--- src/rtl/mem_resp_demux.sv ---
// rtl/mem_resp_demux.sv - memory read handshake with response steering into IR and/or MDR.
// Optional read timeout enabled by defining MEM_TIMEOUT_EN.
module mem_resp_demux #(
  parameter int DATA_W  = 32,
  parameter int TIMEOUT = 15
) (
  input  logic              clk,
  input  logic              rst_n,
  input  logic              req_valid,
  output logic              req_ready,
  input  logic [1:0]        req_dst,
  output logic              mem_rd,
  input  logic              mem_ack,
  input  logic [DATA_W-1:0] mem_dout,
  output logic [DATA_W-1:0] ir_q,
  output logic [DATA_W-1:0] mdr_q,
  output logic              done,
  output logic              err
);

  localparam logic [0:0] S_IDLE = 1'b0;
  localparam logic [0:0] S_WAIT = 1'b1;

  localparam logic [1:0] DST_IR   = 2'd0;
  localparam logic [1:0] DST_MDR  = 2'd1;
  localparam logic [1:0] DST_BOTH = 2'd2;

  logic [0:0] state;
  logic [1:0] dst_q;
  logic       expire;

  assign req_ready = (state == S_IDLE);

`ifdef MEM_TIMEOUT_EN
  logic [7:0] wait_cnt;

  // An ack on the expiry edge still completes normally.
  assign expire = (state == S_WAIT) && !mem_ack && (wait_cnt == 8'(TIMEOUT - 1));

  always_ff @(posedge clk) begin
    if (!rst_n) begin
      wait_cnt <= 8'd0;
    end else if (state == S_IDLE) begin
      wait_cnt <= 8'd0;
    end else begin
      wait_cnt <= wait_cnt + 8'd1;
    end
  end

  always_ff @(posedge clk) begin
    if (!rst_n) begin
      err <= 1'b0;
    end else begin
      err <= expire;
    end
  end
`else
  assign expire = 1'b0;
  assign err    = 1'b0;
`endif

  always_ff @(posedge clk) begin
    if (!rst_n) begin
      state  <= S_IDLE;
      dst_q  <= 2'd0;
      ir_q   <= '0;
      mdr_q  <= '0;
      mem_rd <= 1'b0;
      done   <= 1'b0;
    end else begin
      done <= 1'b0;
      case (state)
        S_IDLE: begin
          if (req_valid) begin
            dst_q  <= req_dst;
            mem_rd <= 1'b1;
            state  <= S_WAIT;
          end
        end
        S_WAIT: begin
          if (mem_ack) begin
            if (dst_q == DST_IR || dst_q == DST_BOTH) begin
              ir_q <= mem_dout;
            end
            if (dst_q == DST_MDR || dst_q == DST_BOTH) begin
              mdr_q <= mem_dout;
            end
            done   <= 1'b1;
            mem_rd <= 1'b0;
            state  <= S_IDLE;
          end else if (expire) begin
            mem_rd <= 1'b0;
            state  <= S_IDLE;
          end
        end
        default: begin
          mem_rd <= 1'b0;
          state  <= S_IDLE;
        end
      endcase
    end
  end

endmodule

--- config.mk ---
export PLATFORM = sky130hd
export DESIGN_NAME = mem_resp_demux
export DESIGN_NICKNAME = d
export VERILOG_FILES = /design/src/rtl/mem_resp_demux.sv
export SDC_FILE = /design/constraint.sdc
export NUM_CORES = 1
export LEC_CHECK = 0
export CORE_MARGIN = 2
export CORE_UTILIZATION = 35
export CTS_BUF_LIST = sky130_fd_sc_hd__clkbuf_16
export DETAILED_ROUTE_END_ITERATION = 8
export GPL_TIMING_DRIVEN = 0
export HOLD_SLACK_MARGIN = 0.12
export PLACE_DENSITY = 0.69
export SYNTH_ARGS = -nofsm -noshare
export SYNTH_HDL_FRONTEND = slang
export SYNTH_SLANG_ARGS = --single-unit
--- constraint.sdc ---
create_clock -name clk -period 1.7 [get_ports clk]
set_input_delay 0.17 -clock clk [delete_from_list [all_inputs] [get_ports clk]]
set_output_delay 0.17 -clock clk [all_outputs]
set_load 0.005 [all_outputs]
==> impl_metrics.json, run 1 <==
{
  "gp_congestion": 0.736,
  "relSlewSlack_pct": 65.0,
  "yosys_warnings": 0,
  "setup_slack_ns": 0.159,
  "cap_violations": 0,
  "pin_count": 106,
  "fin_util_pct": 57.9,
  "grt_pass1_wl_mm": 10.7,
  "vias": 2373,
  "first_pass_iters": 4,
  "clock_latency_ns": 0.32,
  "worstHoldStart": "rst_n",
  "vdd_ir_drop_max_v": 0.000707,
  "cp.required_ns": 1.94,
  "path_class": "reg -> reg",
  "antenna_found_initial": 0,
  "powerDensity_nw_per_um2": 1070,
  "hold-path-cell-count": 3,
  "critPathLaunchType": "register",
  "io_buffers": 103,
  "cts.clk_slew.worst_paths_ns": 0.06,
  "fin_hold_ws_ns": 0.217,
  "fin_total_pwr_mw": 4.14,
  "post_drt_wl_per_cell_um": 14.3,
  "drt-initial-drc-count": 85,
  "dp_cells": 455,
  "postSynthCellCount": 272,
  "final_common_cell": "clkdlybuf4s50_1",
  "post-cts-setup-buffer-count": 0,
  "slew_viol_final": 0,
  "ant_nets": 0,
  "synth_area_um2": 2380,
  "core-area_um2": 6680,
  "status": "completed",
  "antenna_cells": 0,
  "stdcell_count": 471,
  "drt_wl_total_mm": 6.73,
  "fmax_mhz": 649,
  "hold_viol_final": 0,
  "crit_path_end_kind": "register",
  "hold_class": "in -> reg",
  "r2r-end": "ir_q[27]",
  "track_usage_pct": 18.3,
  "cts_root_buf": "clkbuf_16",
  "die_y_um": 86.5,
  "pre_cts_ws_ns": 0.0826,
  "r2r_slack_ns": 0.16,
  "p_leak_nw": 1.41,
  "r2r_start": "dst_q[1]",
  "syn_to_final_growth_pct": 62.1,
  "numCtsBuffers": 9,
  "layout-drive-gt1-share_pct": 7.67,
  "cts_buffer_depth": 2,
  "die_area_um2": 7490,
  "yosysUniqueCellTypes": 20,
  "n_fill_cell": 644,
  "r2r_cells": 6,
  "worstPathArrival_ns": 1.78,
  "setup_viol": 0,
  "die_w_um": 86.5,
  "grt_overflow_total": 0,
  "dpl_cell_area_um2": 3520,
  "rsz0062_at_grt": "no",
  "dp_hpwl_mm": 4.78,
  "grt_max_degree": 13,
  "ys_ff_latch": 69,
  "drcViolationCount": 0,
  "synth_seq_area_share_pct": 57.9,
  "start_util_pct": 35.7,
  "finClkSkew_ns": 0.00715,
  "min_period_ns": 1.54,
  "grt_pass1_vias": 2242,
  "postSynthAreaPerCell_um2": 8.77,
  "stdcell_area_um2": 3870,
  "hold-path-endpoint": "ir_q[30]",
  "period_share_pct": 90.6,
  "cts_tree": "built",
  "finalSetupTns_ns": 0,
  "syn_nets": 312,
  "nets": 426,
  "worst-path-max-fanout": 10,
  "via_per_inst": 5.04,
  "cts_max_level": 3,
  "tightest_slew_ns": 0.524,
  "final_cell_mix": "clkdlybuf4s50_1, dfxtp_1, nand3_1, o21ai_0, nand2_1",
  "num_rows": 30,
  "cts_sinks": 69
}
logic make-up after synthesis:
logic type	Yosys count	share of synthesized area, %
muxes	2	0.839
AOI/OAI and AO/OA	67	14.5
and+or+nand+nor	104	20.5
DFF	69	57.9
buffers and inverters	27	5.04
other	1	0.157
adders and majority gates	2	1.05
worst max-delay path by stage:
stage | startpoint | end | slack (ns) | cells after the start
after global routing | dst_q[1] | ir_q[23] | 0.02 | 6
after detailed placement | mem_ack | mdr_q[27] | 0.08 | 5
after CTS | dst_q[0] | ir_q[9] | 0.08 | 6
after global placement | mem_ack | mdr_q[28] | 0.1 | 5
final | dst_q[1] | ir_q[27] | 0.16 | 6
after floorplan | dst_q[0] | ir_q[0] | 0.40 | 6
routing by layer:
metal / up-vias / GRT usage, % / share of wire [%]
li1: 1172 / - / -
met1: 1109 / 23.7 / 46
met2: 86 / 28.9 / 45
met3: 6 / 6.57 / 8.3
met4: 0 / 5.11 / 0.82
met5: - / 0 / 0
repair_timing:
| item | 4_1_cts | 5_1_grt |
|---|---|---|
| endpoints found under the setup margin | 0 | 32 |
| hold buffers | 0 | 0 |
| hold endpoints to repair | 0 | 0 |
| resized for setup | 0 | 2 |
synth_stat cells:
| library cell | number | area, um2 |
|---|---|---|
| dfxtp_1 | 69 | 1380 |
| nand3_1 | 64 | 320 |
| o21ai_0 | 64 | 320 |
| nand2_1 | 33 | 124 |
| buf_2 | 9 | 45.0 |
| buf_1 | 6 | 22.5 |
| clkbuf_1 | 5 | 18.8 |
| nor2b_1 | 4 | 25.0 |
| clkbuf_2 | 3 | 15.0 |
| inv_1 | 3 | 11.3 |
| ha_1 | 2 | 25.0 |
| mux2i_1 | 2 | 20.0 |
| a21oi_1 | 1 | 5.00 |
| and3_1 | 1 | 6.26 |
| buf_4 | 1 | 7.51 |
| conb_1 | 1 | 3.75 |
| nand3_2 | 1 | 10.0 |
| nor2_1 | 1 | 3.75 |
| o211ai_2 | 1 | 12.5 |
| o21a_1 | 1 | 7.51 |
worst max-delay path, stage by stage (launching register included):
cell and delay (ns):
dfxtp_1 0.37, inv_1 0.06, ha_1 0.21, o211ai_4 0.32, buf_2 0.31, nand3_1 0.09
o21ai_0 0.10
state kept, by name (all words and copies together), names as in the netlist:
name,flops
done,1
dst_q,2
ir_q,32
mdr_q,32
mem_rd,1
state,1
cell type report:
cell class | instances | area [um2] | area share (%)
plain buffers | 24 | 111 | 2.88
clock buffers | 9 | 225 | 5.83
clock inverters | 7 | 114 | 2.94
inverters | 3 | 11.3 | 0.291
multi-input cells | 176 | 892 | 23.1
flip-flops and latches | 69 | 1380 | 35.7
well taps | 80 | 100 | 2.59
repair buffers | 103 | 1030 | 26.7
power by group:
group	switching [mW]	internal (mW)	leakage, nW
clock	0.675	1.42	0.159
combinational	0.154	0.191	0.687
sequential	0.0277	1.67	0.559
Power figures use the tool's default switching activity.
==> run 2, diff against run 1 <==
CTS_BUF_LIST = default   (was sky130_fd_sc_hd__clkbuf_16)
==> run 2 against run 1 <==
Total power fell by 11%. Largest power group is now registers. Highest routed layer unchanged. Critical endpoint unchanged. Final cell count did not move. Via count fell by 0.88%. Clock power fell by 22%. Sequential power barely moved. Sequential share of layout area rose by 0.86 points. Register-to-register slack barely moved. Die area did not move. Design area fell by 2.4%. Wire length rose by 0.82%.
==> impl_metrics.json, run 2 (synthesized netlist as in run 1, its figures left out) <==
{
  "gp_congestion": 0.736,
  "hold_viol_final": 0,
  "fin_hold_ws_ns": 0.210,
  "cts_max_level": 3,
  "pre_cts_ws_ns": 0.0826,
  "grt_pass1_wl_mm": 10.8,
  "num_rows": 30,
  "hold_class": "in -> reg",
  "die_area_um2": 7490,
  "tightest_slew_ns": 0.522,
  "relSlewSlack_pct": 65.2,
  "cts_root_buf": "clkbuf_8",
  "n_fill_cell": 647,
  "cp.buffers_inverters": 2,
  "slew_viol_final": 0,
  "p_leak_nw": 1.36,
  "ant_nets": 0,
  "grt_pass1_vias": 2266,
  "path_class": "reg -> reg",
  "reg_top3": "ir_q (32), mdr_q (32), dst_q (2)",
  "worstPathArrival_ns": 1.81,
  "cts_sinks": 69,
  "finClkSkew_ns": 0.00871,
  "maxUsedRoutingLayer": "met4",
  "fin_total_pwr_mw": 3.67,
  "layout-drive-gt1-share_pct": 7.93,
  "pin_count": 106,
  "fmax_mhz": 645,
  "via_per_inst": 4.99,
  "final_common_cell": "clkdlybuf4s50_1",
  "seqPwrFrac_pct": 46.1,
  "start_util_pct": 35.7,
  "cpPeakStageDelay_ns": 0.37,
  "finalSetupTns_ns": 0,
  "antenna_cells": 0,
  "drcViolationCount": 0,
  "cts_repair_resize_count": 0,
  "wl_met1_mm": 3.15,
  "crit_path_end_kind": "register",
  "setup_slack_ns": 0.149,
  "antenna_found_initial": 0,
  "critPathLaunchType": "register",
  "cts_buffer_depth": 2,
  "die_y_um": 86.5,
  "io_buffers": 103,
  "core-area_um2": 6680,
  "clockPowerShare_pct": 44.5,
  "switchingPower_mw": 0.803,
  "p_sw_share_pct": 21.9,
  "postCtsHoldBufs": 0,
  "drt_wl_total_mm": 6.78,
  "stdcell_count": 471,
  "die_w_um": 86.5,
  "p_int_mw": 2.87,
  "cp.required_ns": 1.96,
  "path_cells": "inv_1 > ha_1 > o211ai_4 > buf_2 > nand3_1 > o21ai_0",
  "dp_cells": 455,
  "crit_path_top_delay_cell": "dfxtp_1",
  "nets": 426,
  "r2r_slack_ns": 0.15,
  "cts_tree": "built",
  "vias": 2352,
  "cap_violations": 0,
  "powerDensity_nw_per_um2": 972,
  "clock_latency_ns": 0.33,
  "dp_hpwl_mm": 4.78,
  "cts.clk_slew.worst_paths_ns": 0.08,
  "first_pass_iters": 4,
  "rsz0062_at_grt": "no",
  "period_share_pct": 91.2,
  "worst-path-max-fanout": 10,
  "min_period_ns": 1.55,
  "drt-initial-drc-count": 76,
  "track_usage_pct": 18.4,
  "final_cell_mix": "clkdlybuf4s50_1, dfxtp_1, nand3_1, o21ai_0, nand2_1",
  "critPathTopFamily": "compound AO/OA/AOI/OAI gates",
  "grt_max_degree": 13,
  "post-cts-setup-buffer-count": 0,
  "setup_viol": 0,
  "post_drt_wl_per_cell_um": 14.4,
  "grt_overflow_total": 0,
  "status": "completed",
  "combPwrFrac_pct": 9.4,
  "syn_to_final_growth_pct": 58.3,
  "wl_met3_um": 520,
  "numCtsBuffers": 9,
  "wl_met2_mm": 3.09,
  "vdd_ir_drop_max_v": 0.000627
}
## run 2: cell count changes in the layout (fill, tap and decap cells not counted)
cell	before	now
clkinv_1	1	0
clkbuf_8	0	10
clkbuf_16	9	0
## run 2: worst reg2reg max path, cell delays in order, from the launching register on
cell,delay (ns)
dfxtp_1,0.37
inv_1,0.06
ha_1,0.21
o211ai_4,0.33
buf_2,0.31
nand3_1,0.10
o21ai_0,0.10
## run 2: stage by stage
stage	utilization, %	cell area [um2]
floorplan	-	2380
global placement	52.6	3520
detailed placement	52.6	3520
CTS	56.3	3760
global route	56.5	3770
finish	56.5	3770
## run 2: final timing paths
kind	startpoint	endpoint	depth (start not counted)
worst max-delay path	dst_q[1]	ir_q[27]	6
worst min-delay path	rst_n	ir_q[30]	3
worst max register to register	dst_q[1]	ir_q[27]	6
worst min register to register	mdr_q[18]	mdr_q[18]	2
## run 2: power by group through the flow
stage	Clock, mW	Sequential, mW	Combinational (mW)
finish	1.63	1.69	0.346
global placement	0	1.73	0.341
detailed placement	0	1.73	0.344
CTS	1.65	1.69	0.345
floorplan	0	1.73	0.123
global route	1.74	1.70	0.379
## run 2: metal layers
layer / up-vias / GRT usage [%]
met3: 4 / 6.86
met5: - / 0
li1: 1165 / -
met1: 1097 / 23.9
met2: 86 / 29.0
met4: 0 / 4.69
## run 2: cell type report
class,instances,area [um2],area share [%]
repair buffers,103,1030,27.3
plain buffers,24,111,2.95
well taps,80,100,2.65
inverters,3,11.3,0.298
flip-flops and latches,69,1380,36.6
multi-input cells,176,892,23.6
clock buffers,10,138,3.65
clock inverters,6,110,2.92
==> run 3, diff against run 2 <==
--- a/config.mk
+++ b/config.mk
@@ -7,9 +7,9 @@
 export LEC_CHECK = 0
 export CORE_MARGIN = 2
-export CORE_UTILIZATION = 35
+export CORE_UTILIZATION = 41
 export DETAILED_ROUTE_END_ITERATION = 8
 export GPL_TIMING_DRIVEN = 0
 export HOLD_SLACK_MARGIN = 0.12
-export PLACE_DENSITY = 0.69
+export PLACE_DENSITY = 0.79
 export SYNTH_ARGS = -nofsm -noshare
 export SYNTH_HDL_FRONTEND = slang
==> constraint.sdc (replaced) <==
create_clock -name clk -period 1.7 [get_ports clk]
set_input_delay 0.17 -clock clk [delete_from_list [all_inputs] [get_ports clk]]
set_output_delay 0.17 -clock clk [all_outputs]
set_load 0.05 [all_outputs]
==> run 3 against run 2 <==
Setup slack got worse by 0.11 ns. Utilization increased by 10 points. Hold slack got worse by 0.0088 ns. Count of clock-buffer cells in the layout increased by 4. Sequential power about the same. Critical endpoint is now mdr_q[14].
==> impl_metrics.json, run 3 (synthesized netlist as in run 1, its figures left out) <==
{
  "dp_hpwl_mm": 4.72,
  "via_per_inst": 5.04,
  "cpPeakStageDelay_ns": 0.82,
  "post_drt_wl_per_cell_um": 14.1,
  "nets": 426,
  "drcViolationCount": 0,
  "cp.required_ns": 1.53,
  "final_common_cell": "clkdlybuf4s50_1",
  "grt_max_degree": 11,
  "gp_congestion": 0.740,
  "worstPathArrival_ns": 1.49,
  "pin_count": 106,
  "status": "completed",
  "first_pass_iters": 4,
  "powerDensity_nw_per_um2": 908,
  "min_period_ns": 1.66,
  "cts.clk_slew.worst_paths_ns": 0.07,
  "crit_path_end_kind": "output pin",
  "vdd_ir_drop_max_v": 0.000505,
  "path_class": "reg -> out",
  "reg_top3": "ir_q (32), mdr_q (32), dst_q (2)",
  "p_leak_nw": 1.46,
  "critPathTopFamily": "buffers and inverters",
  "busiest_layer": "met2",
  "cp.buffers_inverters": 1,
  "num_rows": 27,
  "hold_viol_final": 0,
  "track_usage_pct": 21.0,
  "drt-initial-drc-count": 66,
  "grt_pass1_vias": 2245,
  "finClkSkew_ns": 0.00767,
  "tightest_slew_ns": 0.560,
  "ant_nets": 0,
  "setup_viol": 0,
  "cap_violations": 0,
  "start_util_pct": 42.8,
  "cts_max_level": 3,
  "die_w_um": 80.3,
  "fmax_mhz": 604,
  "grt_overflow_total": 0,
  "die_area_um2": 6440,
  "grt_use_met2_pct": 34.1,
  "antenna_found_initial": 0,
  "clock_latency_ns": 0.32,
  "relSlewSlack_pct": 62.6,
  "met3_usage_pct": 6.07,
  "numCtsBuffers": 9,
  "crit_path_top_delay_cell": "clkdlybuf4s50_1",
  "antenna_cells": 0,
  "layout-drive-gt1-share_pct": 7.18,
  "cts_tree": "built",
  "drt_wl_total_mm": 6.54,
  "period_share_pct": 97.4,
  "finalSetupTns_ns": 0,
  "cts_buffer_depth": 2,
  "core-area_um2": 5570,
  "grt_util_met1_pct": 26.4,
  "io_buffers": 103,
  "cts_sinks": 69,
  "fin_hold_ws_ns": 0.201,
  "vias": 2329,
  "path_cells": "clkdlybuf4s50_1",
  "slew_viol_final": 0,
  "worst-path-max-fanout": 2,
  "cts_root_buf": "clkbuf_8",
  "die_y_um": 80.3,
  "hold_class": "in -> reg",
  "critPathLaunchType": "register",
  "postCtsHoldBufs": 0,
  "rsz0062_at_grt": "no",
  "syn_to_final_growth_pct": 55.5,
  "final_cell_mix": "clkdlybuf4s50_1, dfxtp_1, nand3_1, o21ai_0, nand2_1",
  "post-cts-setup-buffer-count": 0,
  "grt_pass1_wl_mm": 10.4,
  "fin_total_pwr_mw": 3.37,
  "fin_util_pct": 66.5
}
## run 3: changes by cell type in the layout (fill, tap and decap cells not counted), moves of 2 or more
cell / previous run / this run
clkinvlp_4: 2 / 0
clkbuf_8: 10 / 12
clkbuf_1: 5 / 7
clkdlybuf4s50_1: 103 / 95
dlymetal6s2s_1: 0 / 7
bufinv_16: 3 / 0
## run 3: metrics by stage
step / setup WS [ns] / instances / area [um2]
2_1_floorplan: 0.382 / 272 / 2380
3_3_place_gp: 0.125 / 447 / 3510
3_5_place_dp: 0.0963 / 447 / 3510
4_1_cts: 0.0244 / 462 / 3680
5_1_grt: 0.00137 / 462 / 3710
6_report: 0.0440 / 462 / 3710
## run 3: worst paths after layout
| path | from | to | slack (ns) | cells after the start |
|---|---|---|---|---|
| max reg2reg | dst_q[0] | ir_q[19] | 0.16 | 6 |
| min reg2reg | mdr_q[18] | mdr_q[18] | 0.47 | 2 |
| min | rst_n | ir_q[30] | 0.20 | 3 |
| max | mdr_q[14] | mdr_q[14] | 0.04 | 1 |
## run 3: final cells by class
type                            count  area (um2)
Fill cell                         487        1870
Multi-Input combinational cell    176         892
Inverter                            3        11.3
Timing Repair Buffer              103        1050
Clock buffer                       14         173
Sequential cell                    69        1380
Tap cell                           72        90.1
Clock inverter                      1        5.00
Buffer                             24         109
## run 3: metal layers
layer	up-vias	share of wire, %
met3	5	6.8
met5	-	0
li1	1164	-
met4	0	0.58
met1	1089	45
met2	71	48
## run 3: report_power, final
part	switching [mW]	internal (mW)	leakage [nW]
logic	0.308	0.189	0.811
clock network	0.539	0.641	0.0926
registers	0.0269	1.66	0.559
total	0.874	2.49	1.46
## run 3: repair_timing
item	in CTS	in global routing
gates resized for setup	1	8
setup endpoints to repair	1	17
hold endpoints to repair	0	0
pin swaps	0	0
